--- config.mk ---
export PLATFORM = sky130hd
export DESIGN_NAME = mealy_frame_scan_ctrl
export DESIGN_NICKNAME = d
export VERILOG_FILES = /design/src/rtl/mealy_frame_scan_ctrl.sv
export SDC_FILE = /design/constraint.sdc
export NUM_CORES = 1
export LEC_CHECK = 0
export ABC_AREA = 1
export BUFFER_PORTS_ARGS = -buffer_cell sky130_fd_sc_hd__buf_2
export CAP_MARGIN = 0
export CORE_UTILIZATION = 45
export CTS_CLUSTER_SIZE = 14
export DETAILED_ROUTE_END_ITERATION = 10
export PLACE_DENSITY = 0.66
export SLEW_MARGIN = 20
export SYNTH_ARGS = -nofsm -noshare
export SYNTH_HDL_FRONTEND = slang
export SYNTH_SLANG_ARGS = --single-unit
export TNS_END_PERCENT = 100
--- constraint.sdc ---
create_clock -name clk -period 1.7 [get_ports clk]
set_input_delay 0.425 -clock clk [delete_from_list [all_inputs] [get_ports clk]]
set_output_delay 0.425 -clock clk [all_outputs]
set_load 0.01 [all_outputs]
--- src/rtl/mealy_frame_scan_ctrl.sv ---
// Frame front end for a Mealy serial pattern detector: captures a word plus
// pattern/mode, shifts it MSB-first through the detector, and reports the match count and first match position.
module mealy_frame_scan_ctrl #(
  parameter int WORD_W  = 16,
  parameter int PAT_LEN = 5,
  parameter int CNT_W   = 5,
  parameter int POS_W   = 5
) (
  input  logic               clk,
  input  logic               rst,
  input  logic               in_valid,
  output logic               in_ready,
  input  logic [WORD_W-1:0]  in_word,
  input  logic [PAT_LEN-1:0] pattern,
  input  logic               overlap,
  output logic               det_pulse,
  output logic               busy,
  output logic               out_valid,
  input  logic               out_ready,
  output logic [CNT_W-1:0]   match_count,
  output logic [POS_W-1:0]   first_pos
);
  localparam int FILL_W = (PAT_LEN > 2) ? $clog2(PAT_LEN) : 1;
  localparam logic [FILL_W-1:0] FILL_MAX = FILL_W'(PAT_LEN-1);
  localparam logic [POS_W-1:0]  IDX_LAST = POS_W'(WORD_W-1);

  typedef enum logic [1:0] {IDLE, SHIFT, REPORT} state_e;

  state_e             state_q, state_d;
  logic [WORD_W-1:0]  word_q, word_d;
  logic [PAT_LEN-1:0] pat_q, pat_d;
  logic               ovl_q, ovl_d;
  logic [POS_W-1:0]   idx_q, idx_d;
  logic [PAT_LEN-2:0] hist_q, hist_d;
  logic [FILL_W-1:0]  fill_q, fill_d;
  logic [CNT_W-1:0]   cnt_q, cnt_d;
  logic [POS_W-1:0]   fpos_q, fpos_d;

  logic [PAT_LEN-1:0] window;
  logic               hit;

  // The word register shifts left each bit, so the current bit is always its MSB.
  assign window = {hist_q, word_q[WORD_W-1]};
  assign hit    = (fill_q == FILL_MAX) && (window == pat_q);

  assign match_count = cnt_q;
  assign first_pos   = fpos_q;

  always_ff @(posedge clk or posedge rst) begin
    if (rst) begin
      state_q <= IDLE;
      word_q  <= '0;
      pat_q   <= '0;
      ovl_q   <= 1'b0;
      idx_q   <= '0;
      hist_q  <= '0;
      fill_q  <= '0;
      cnt_q   <= '0;
      fpos_q  <= '1;
    end else begin
      state_q <= state_d;
      word_q  <= word_d;
      pat_q   <= pat_d;
      ovl_q   <= ovl_d;
      idx_q   <= idx_d;
      hist_q  <= hist_d;
      fill_q  <= fill_d;
      cnt_q   <= cnt_d;
      fpos_q  <= fpos_d;
    end
  end

  always_comb begin
    state_d   = state_q;
    word_d    = word_q;
    pat_d     = pat_q;
    ovl_d     = ovl_q;
    idx_d     = idx_q;
    hist_d    = hist_q;
    fill_d    = fill_q;
    cnt_d     = cnt_q;
    fpos_d    = fpos_q;
    in_ready  = 1'b0;
    busy      = 1'b0;
    out_valid = 1'b0;
    det_pulse = 1'b0;
    case (state_q)
      IDLE: begin
        in_ready = 1'b1;
        if (in_valid) begin
          word_d  = in_word;
          pat_d   = pattern;
          ovl_d   = overlap;
          idx_d   = '0;
          hist_d  = '0;
          fill_d  = '0;
          cnt_d   = '0;
          fpos_d  = '1;
          state_d = SHIFT;
        end
      end
      SHIFT: begin
        busy      = 1'b1;
        det_pulse = hit;
        word_d    = word_q << 1;
        hist_d    = window[PAT_LEN-2:0];
        idx_d     = idx_q + 1'b1;
        if (hit) begin
          if (cnt_q != '1) cnt_d = cnt_q + 1'b1;
          // All-ones is never a legal index, so it doubles as "no hit yet".
          if (fpos_q == '1) fpos_d = idx_q;
        end
        if (hit && !ovl_q)          fill_d = '0;
        else if (fill_q != FILL_MAX) fill_d = fill_q + 1'b1;
        if (idx_q == IDX_LAST) state_d = REPORT;
      end
      REPORT: begin
        busy      = 1'b1;
        out_valid = 1'b1;
        if (out_ready) state_d = IDLE;
      end
      default: state_d = IDLE;
    endcase
  end
endmodule

=== After elaboration in Yosys (flattened, before gate mapping) ===
Index checks and enable logic that the tools add are counted.

* Add/sub/neg operators: 3
* $mul: 0
* Div/mod/pow operators: 0
* Order comparisons: 0
* Equality and inequality tests: 15
* Shift operators: 0
* Muxes and demuxes: 25
* Bitwise logic cells: 0
* Reduce and logical (&&, ||, !) cells: 12

{| class="wikitable"
|+ Operators with widths
! cell !! number
|-
| one-hot mux 16 bit (2 select lines) || 1
|-
| two-way mux 5 bit || 6
|-
| one-hot mux 5 bit (2 select lines) || 3
|-
| two-way mux 16 bit || 1
|-
| != test 2 bit (second input constant) || 6
|-
| adder 5 x 1 -> 5 bit (second input constant) || 2
|-
| two-way mux 3 bit || 3
|-
| one-hot mux 4 bit (2 select lines) || 1
|-
| AND reduction 4 bit || 2
|-
| two-way mux 2 bit || 3
|-
| != test 3 bit (second input constant) || 2
|-
| one-hot mux 2 bit (3 select lines) || 1
|-
| one-hot mux 3 bit (2 select lines) || 1
|-
| AND reduction 3 bit || 2
|-
| == test 5 x 4 -> 1 bit (second input constant) || 1
|-
| == test 5 bit || 1
|-
| == test 5 bit (second input constant) || 1
|-
| != test 5 bit (second input constant) || 1
|-
| two-way mux 1 bit || 4
|-
| two-way mux 4 bit || 1
|-
| AND reduction 2 bit || 2
|-
| adder 3 x 1 -> 3 bit (second input constant) || 1
|-
| == test 3 bit (second input constant) || 1
|-
| == test 2 x 1 -> 1 bit (second input constant) || 1
|-
| 6 further kinds || 7
|}

* Flip-flop bits (word level): 46
* Latch bits: 0
* Bits in writable memories: 0
* Bits in read-only memories: 0
* Input bits: 26
* Output and inout port bits: 14
* Logic and storage cells: 64
* Memories kept: 0

=== Longest topological paths before layout ===
* Depth in word-level cells: 5
* Depth in mapped cells: 11
* Mapped depth without buffers: 11

=== Worst setup path after synthesis ===
OpenSTA, ideal clock, no wires.

* Kind: register to register
* From: register state_q[0]
* To: register word_q[10]
* Setup time: 0.130 ns
* Arrival: 1.416 ns
* Required time: 1.570 ns
* Path slack: 0.154 ns
* Cell stages (with the launch flop): 8
* Buffers on the path: 2
* Period minus slack after synthesis: 1.546 ns
* Path through: dfrtp_1 -> inv_1 -> ha_1 -> nand2_1 -> o21ai_4 -> buf_4 -> buf_2 -> a31oi_1

* Cells in the longest elaborated chain, start to end: 3
* Elaborated cells on any way between the ends: 6
* Those cells by class: eq/ne: 2; mux: 1; reduce/logical: 3

{| class="wikitable"
|+ Ends and longest elaborated chain
! element !! RTL line !! source
|-
| from (decl) || 29 || <nowiki>state_e state_q, state_d;</nowiki>
|-
| from (signal assigned) || 61 || <nowiki>state_q <= state_d;</nowiki>
|-
| == test 2 x 1 -> 1 bit / logical NOT 2 bit (equally long branches) || 87 || <nowiki>case (state_q)</nowiki>
|-
| nonzero test 2 bit (no line) / != test 2 bit (equally long branches) || n/a ||
|-
| AND reduction 2 bit (no line) || n/a ||
|-
| to (signal assigned) || 62 || <nowiki>word_q <= word_d;</nowiki>
|-
| to (decl) || 30 || <nowiki>logic [WORD_W-1:0] word_q, word_d;</nowiki>
|}

Several ways; a longest one is shown, not always the timed one.
A chain may end at the register's enable or synchronous reset.

=== Final worst setup path ===
* From: register fill_q[0]
* To: output det_pulse

* Cells in the longest elaborated chain, start to end: 3

{| class="wikitable"
|+ Ends and longest elaborated chain
! element !! RTL line !! source
|-
| from (decl) || 35 || <nowiki>logic [FILL_W-1:0] fill_q, fill_d;</nowiki>
|-
| from (signal assigned) || 67 || <nowiki>fill_q <= fill_d;</nowiki>
|-
| == test 3 bit || 44 || <nowiki>assign hit = (fill_q == FILL_MAX) && (window == pat_q);</nowiki>
|-
| logical AND 1 bit || 44 ||
|-
| two-way mux 1 bit || 87 ||
|-
| to (decl) || 16 || <nowiki>output logic det_pulse,</nowiki>
|}

Every way passes these cells.

==> flow_summary.html <==
<table>
<tr><th>Metric</th><th>Value</th></tr>
<tr><th colspan="2">Run status</th></tr>
<tr><td>Run status</td><td>finished with violations</td></tr>
<tr><td>Failing checks</td><td>negative setup slack</td></tr>
<tr><th colspan="2">Global routing</th></tr>
<tr><td>Residual overflow from global routing</td><td>0</td></tr>
<tr><td>Wire length of the first global-routing pass</td><td>8.00 mm</td></tr>
<tr><td>Maximum number of pins on one net before global-route repair</td><td>47</td></tr>
<tr><td>Vias in the first global route</td><td>1830</td></tr>
<tr><td>Total routing usage reported by global routing</td><td>19.7%</td></tr>
<tr><td>Antenna violations before repair</td><td>0</td></tr>
<tr><th colspan="2">Setup path</th></tr>
<tr><td>Setup Crit Path Kind</td><td>flop to output port</td></tr>
<tr><td>Largest fanout of any net on the critical path</td><td>2</td></tr>
<tr><td>Slowest cell on crit path</td><td>sky130_fd_sc_hd__dfrtp_1</td></tr>
<tr><td>Minimum setup slack among reg-to-reg paths</td><td>90 ps</td></tr>
<tr><td>Endpoint of the worst register-to-register path</td><td>idx_q[3]</td></tr>
<tr><td>Reg2reg path depth</td><td>9</td></tr>
<tr><td>CP startpoint kind</td><td>flop</td></tr>
<tr><td>Worst Path Arrival</td><td>1530 ps</td></tr>
<tr><td>Critical path endpoint category</td><td>output port</td></tr>
<tr><td>Start of the worst register-to-register path</td><td>state_q[1]</td></tr>
<tr><td>Data required, critical path</td><td>1270 ps</td></tr>
<tr><td>Largest stage delay on the critical path</td><td>390 ps</td></tr>
<tr><td>Critical-path cell list</td><td>inv_2 &gt; ha_4 &gt; nand2_2 &gt; inv_2 &gt; nand2_2 &gt; nor2_4 &gt; nand3_2 &gt; nor2_2 &gt; buf_2</td></tr>
<tr><th colspan="2">Placed design</th></tr>
<tr><td>Final weighted congestion of routability-driven global placement</td><td>0.778</td></tr>
<tr><td>Pre-CTS setup slack</td><td>-9.47 ps</td></tr>
<tr><td>Half-perimeter wire length after detailed placement</td><td>3.19 mm</td></tr>
<tr><td>Count of input and output buffers</td><td>39</td></tr>
<tr><td>Placement Cell Area</td><td>2600 µm²</td></tr>
<tr><th colspan="2">Final layout</th></tr>
<tr><td>Final cell area excluding filler cells</td><td>2870 µm²</td></tr>
<tr><td>Fraction of final layout cells with drive strength greater than 1</td><td>29.6%</td></tr>
<tr><td>Count of nets after finishing</td><td>368</td></tr>
<tr><td>Area growth syn-to-layout</td><td>25.3%</td></tr>
<tr><td>Diode insertion count for antenna repair</td><td>0</td></tr>
<tr><td>Filler cell count in the final layout</td><td>459</td></tr>
<tr><th colspan="2">Synthesis</th></tr>
<tr><td>Cell area after synthesis</td><td>2290 µm²</td></tr>
<tr><td>Top area cells in the synthesized netlist</td><td>sky130_fd_sc_hd__dfrtp_1 (45%), sky130_fd_sc_hd__nand2_1 (15%), sky130_fd_sc_hd__dfstp_2 (5.7%)</td></tr>
<tr><td>Post-synth top area share</td><td>44.8%</td></tr>
<tr><td>List of most frequent post-synthesis cells</td><td>sky130_fd_sc_hd__nand2_1 (93), sky130_fd_sc_hd__dfrtp_1 (41), sky130_fd_sc_hd__nor2_1 (32)</td></tr>
<tr><td>Count of flip-flops with a built-in enable after synthesis</td><td>0</td></tr>
<tr><td>Total number of yosys warnings</td><td>0</td></tr>
<tr><td>Mean cell area of the mapped netlist</td><td>8.18 µm²</td></tr>
<tr><td>Async set-reset flop share out of synthesis</td><td>100%</td></tr>
<tr><td>Net count after synthesis</td><td>315</td></tr>
<tr><td>Post-Syn Instances</td><td>280</td></tr>
<tr><td>Most frequent cell after synthesis</td><td>sky130_fd_sc_hd__nand2_1</td></tr>
<tr><td>Primary flip-flop cell chosen by synthesis mapping</td><td>sky130_fd_sc_hd__dfrtp_1</td></tr>
<tr><td>Count of state elements after synthesis</td><td>46</td></tr>
<tr><td>Post-synthesis sequential area ratio</td><td>50.5%</td></tr>
<tr><td>Yosys cell types</td><td>29</td></tr>
<tr><td>Top cell type by total area after synthesis</td><td>sky130_fd_sc_hd__dfrtp_1</td></tr>
<tr><th colspan="2">Clocking</th></tr>
<tr><td>Buffers from clock root to sink, at most</td><td>2</td></tr>
<tr><td>H-tree depth reported by CTS</td><td>2</td></tr>
<tr><td>Sink Count</td><td>46</td></tr>
<tr><td>Clock tree from TritonCTS</td><td>built</td></tr>
<tr><td>Clock-pin slew on the worst setup and hold paths</td><td>90 ps</td></tr>
<tr><td>TritonCTS Buffers</td><td>5</td></tr>
<tr><td>Number of hold buffers added after CTS</td><td>0</td></tr>
<tr><td>Cell at the root of the clock tree</td><td>sky130_fd_sc_hd__clkbuf_8</td></tr>
<tr><td>Clock insertion delay at the later pin of the skew report</td><td>300 ps</td></tr>
<tr><th colspan="2">Timing</th></tr>
<tr><td>Hold Vio Cnt, Final</td><td>0</td></tr>
<tr><td>Final max-slew violation count</td><td>0</td></tr>
<tr><td>Slew of the pin with the lowest slew margin</td><td>311 ps</td></tr>
<tr><td>Max-slew headroom at the worst pin</td><td>79.3%</td></tr>
<tr><td>Final worst path period share</td><td>115%</td></tr>
<tr><td>Final setup viols</td><td>1</td></tr>
<tr><td>Final period demand of the worst path</td><td>1950 ps</td></tr>
<tr><td>Fin Setup TNS</td><td>-250 ps</td></tr>
<tr><td>Final Worst Setup Slack</td><td>-250 ps</td></tr>
<tr><td>Worst Clk Skew</td><td>10.6 ps</td></tr>
<tr><td>Maximum clock frequency</td><td>513 MHz</td></tr>
<tr><td>RSZ-0062 raised after global routing</td><td>yes</td></tr>
<tr><th colspan="2">Die</th></tr>
<tr><td># rows</td><td>25</td></tr>
<tr><td>Die area</td><td>5380 µm²</td></tr>
<tr><td>Die H</td><td>73.4 µm</td></tr>
<tr><td>Count of pins on the block boundary</td><td>40</td></tr>
<tr><td>Die width</td><td>73.4 µm</td></tr>
<tr><td>Initial Util</td><td>47.6%</td></tr>
<tr><td>Core Footprint</td><td>4820 µm²</td></tr>
<tr><th colspan="2">Power</th></tr>
<tr><td>VDD IR-drop max</td><td>0.813 mV</td></tr>
<tr><td>Power density relative to cell area</td><td>1820 nW/µm²</td></tr>
<tr><td>Sw frac</td><td>41.9%</td></tr>
<tr><td>Leakage power</td><td>1.41 nW</td></tr>
<tr><td>Switch Pwr</td><td>2.19 mW</td></tr>
<tr><td>Combinational cell fraction of total power</td><td>48.2%</td></tr>
<tr><td>Power share of the clock group</td><td>15.8%</td></tr>
<tr><td>Total power draw</td><td>5.22 mW</td></tr>
<tr><td>Internal power of the cells</td><td>3.03 mW</td></tr>
<tr><td>Register share of total power</td><td>36.0%</td></tr>
<tr><th colspan="2">Detailed routing</th></tr>
<tr><td>Number of nets with antenna violations after routing</td><td>0</td></tr>
<tr><td>Final wirelength</td><td>4.89 mm</td></tr>
<tr><td>Number of vias in the routed layout</td><td>1985</td></tr>
<tr><td>Routed wirelength normalized by instance count</td><td>12.2 µm</td></tr>
<tr><td>Total DRC errors in the routed layout</td><td>0</td></tr>
<tr><td>Violation count after the first detailed-routing iteration</td><td>68</td></tr>
<tr><td>First-pass DRT Iterations</td><td>4</td></tr>
<tr><td>Drt via density</td><td>4.95</td></tr>
<tr><th colspan="2">Min path</th></tr>
<tr><td>HP Class</td><td>input pin to async pin</td></tr>
<tr><th colspan="2">Run</th></tr>
<tr><td>Max Cap Viol</td><td>0</td></tr>
</table>
==> sequential cells by signal, summed over array words and instances (netlist names) <==
| signal | count |
|---|---|
| state_q | 2 |
| word_q | 16 |
| pat_q | 5 |
| match_count | 5 |
| fill_q | 3 |
| idx_q | 5 |
| hist_q | 4 |
| ovl_q | 1 |
| first_pos | 5 |
==> repair_timing <==
item / in CTS / in global routing
setup buffers: 1 / 6
endpoints found under the setup margin: 1 / 33
endpoints found under the hold margin: 0 / 0
gates resized for setup: 0 / 28
pin swaps: 1 / 5
gates cloned: 0 / 1
==> power by group through the flow <==
stage | Combinational, mW | Clock, mW | Sequential, mW
after floorplan | 1.64 | 0 | 1.85
after global placement | 2.15 | 0 | 1.87
after detailed placement | 2.21 | 0 | 1.87
after CTS | 2.22 | 0.847 | 1.86
after global routing | 2.88 | 0.889 | 1.93
final | 2.51 | 0.824 | 1.88
==> how the worst max path moves through the flow <==
stage / start / endpoint / slack [ps] / cells past startpoint
floorplan: state_q[0] / word_q[10] / 150 / 7
global placement: fill_q[0] / det_pulse / 50 / 9
detailed placement: fill_q[0] / det_pulse / -9 / 9
CTS: fill_q[0] / det_pulse / -300 / 9
global route: fill_q[1] / det_pulse / -350 / 9
finish: fill_q[0] / det_pulse / -250 / 9
==> worst max-delay path, delay by kind of cell, from the launching register on <==
family                     cells  cell delay, ps
DFF                            1             390
and+or+nand+nor                5             440
buffers and inverters          3             260
adders and majority gates      1             120
==> cells by family after synthesis <==
logic type | after synthesis | share of synthesized area (%)
DFF | 46 | 50.5
adders and majority gates | 9 | 4.92
buffers and inverters | 36 | 6.55
xor gates and xnor gates | 1 | 0.382
and+or+nand+nor | 141 | 24.6
AOI/OAI and AO/OA | 47 | 13.0
==> layout by cell type, fill, tap and decap left out <==
master                       count
sky130_fd_sc_hd__dfrtp_2         1
sky130_fd_sc_hd__dfrtp_1        40
sky130_fd_sc_hd__clkbuf_8        5
sky130_fd_sc_hd__buf_4          12
sky130_fd_sc_hd__buf_8           1
sky130_fd_sc_hd__nor2_1         31
sky130_fd_sc_hd__o21ai_0        10
sky130_fd_sc_hd__nand2_4         2
sky130_fd_sc_hd__nand2_2         4
sky130_fd_sc_hd__a31oi_1        15
sky130_fd_sc_hd__ha_4            3
sky130_fd_sc_hd__nand3_1         7
sky130_fd_sc_hd__inv_1          17
sky130_fd_sc_hd__o21ai_2         5
sky130_fd_sc_hd__buf_2          39
sky130_fd_sc_hd__or2_2           2
sky130_fd_sc_hd__clkinvlp_4      2
sky130_fd_sc_hd__o21ai_4         1
sky130_fd_sc_hd__nand4_1         3
sky130_fd_sc_hd__a21oi_2         1
sky130_fd_sc_hd__buf_6           1
sky130_fd_sc_hd__inv_2           7
sky130_fd_sc_hd__a21oi_4         1
sky130_fd_sc_hd__nor2_4          1
sky130_fd_sc_hd__nor2_2          1
sky130_fd_sc_hd__a21oi_1         5
sky130_fd_sc_hd__xnor2_1         1
sky130_fd_sc_hd__buf_12          2
sky130_fd_sc_hd__bufinv_16       1
sky130_fd_sc_hd__nand3_2         1
sky130_fd_sc_hd__o22ai_1         5
sky130_fd_sc_hd__inv_4           1
sky130_fd_sc_hd__o21ai_1         3
sky130_fd_sc_hd__nand2_1        90
sky130_fd_sc_hd__ha_1            6
sky130_fd_sc_hd__dfstp_2         5
sky130_fd_sc_hd__o221ai_1        1
sky130_fd_sc_hd__clkinv_1        1
==> metal layers <==
metal  global-route usage, %  vias up  wire, µm
met4                    10.0        0       106
met3                    3.02        8       179
met2                    32.6       44      2280
met5                       0        -         0
li1                        -     1013         -
met1                    25.0      920      2330
==> final cells by class <==
| type | instances | area, µm² | share of cell area, % |
|---|---|---|---|
| clock buffer | 5 | 68.8 | 2.40 |
| clock inverter | 3 | 45.0 | 1.57 |
| inverter | 26 | 100 | 3.49 |
| multi-input combinational | 199 | 1060 | 37.0 |
| sequential | 46 | 1160 | 40.3 |
| tap | 67 | 83.8 | 2.92 |
| timing repair buffer | 55 | 352 | 12.2 |
==> stage by stage <==
step / hold WS [ps] / cells / util (%)
after floorplan: 453 / 280 / -
after global placement: 470 / 385 / 54.0
after detailed placement: 483 / 385 / 54.0
after CTS: 155 / 394 / 56.5
after global routing: 162 / 401 / 59.6
final: 139 / 401 / 59.6
No activity file was read; power rests on OpenSTA's default activity.
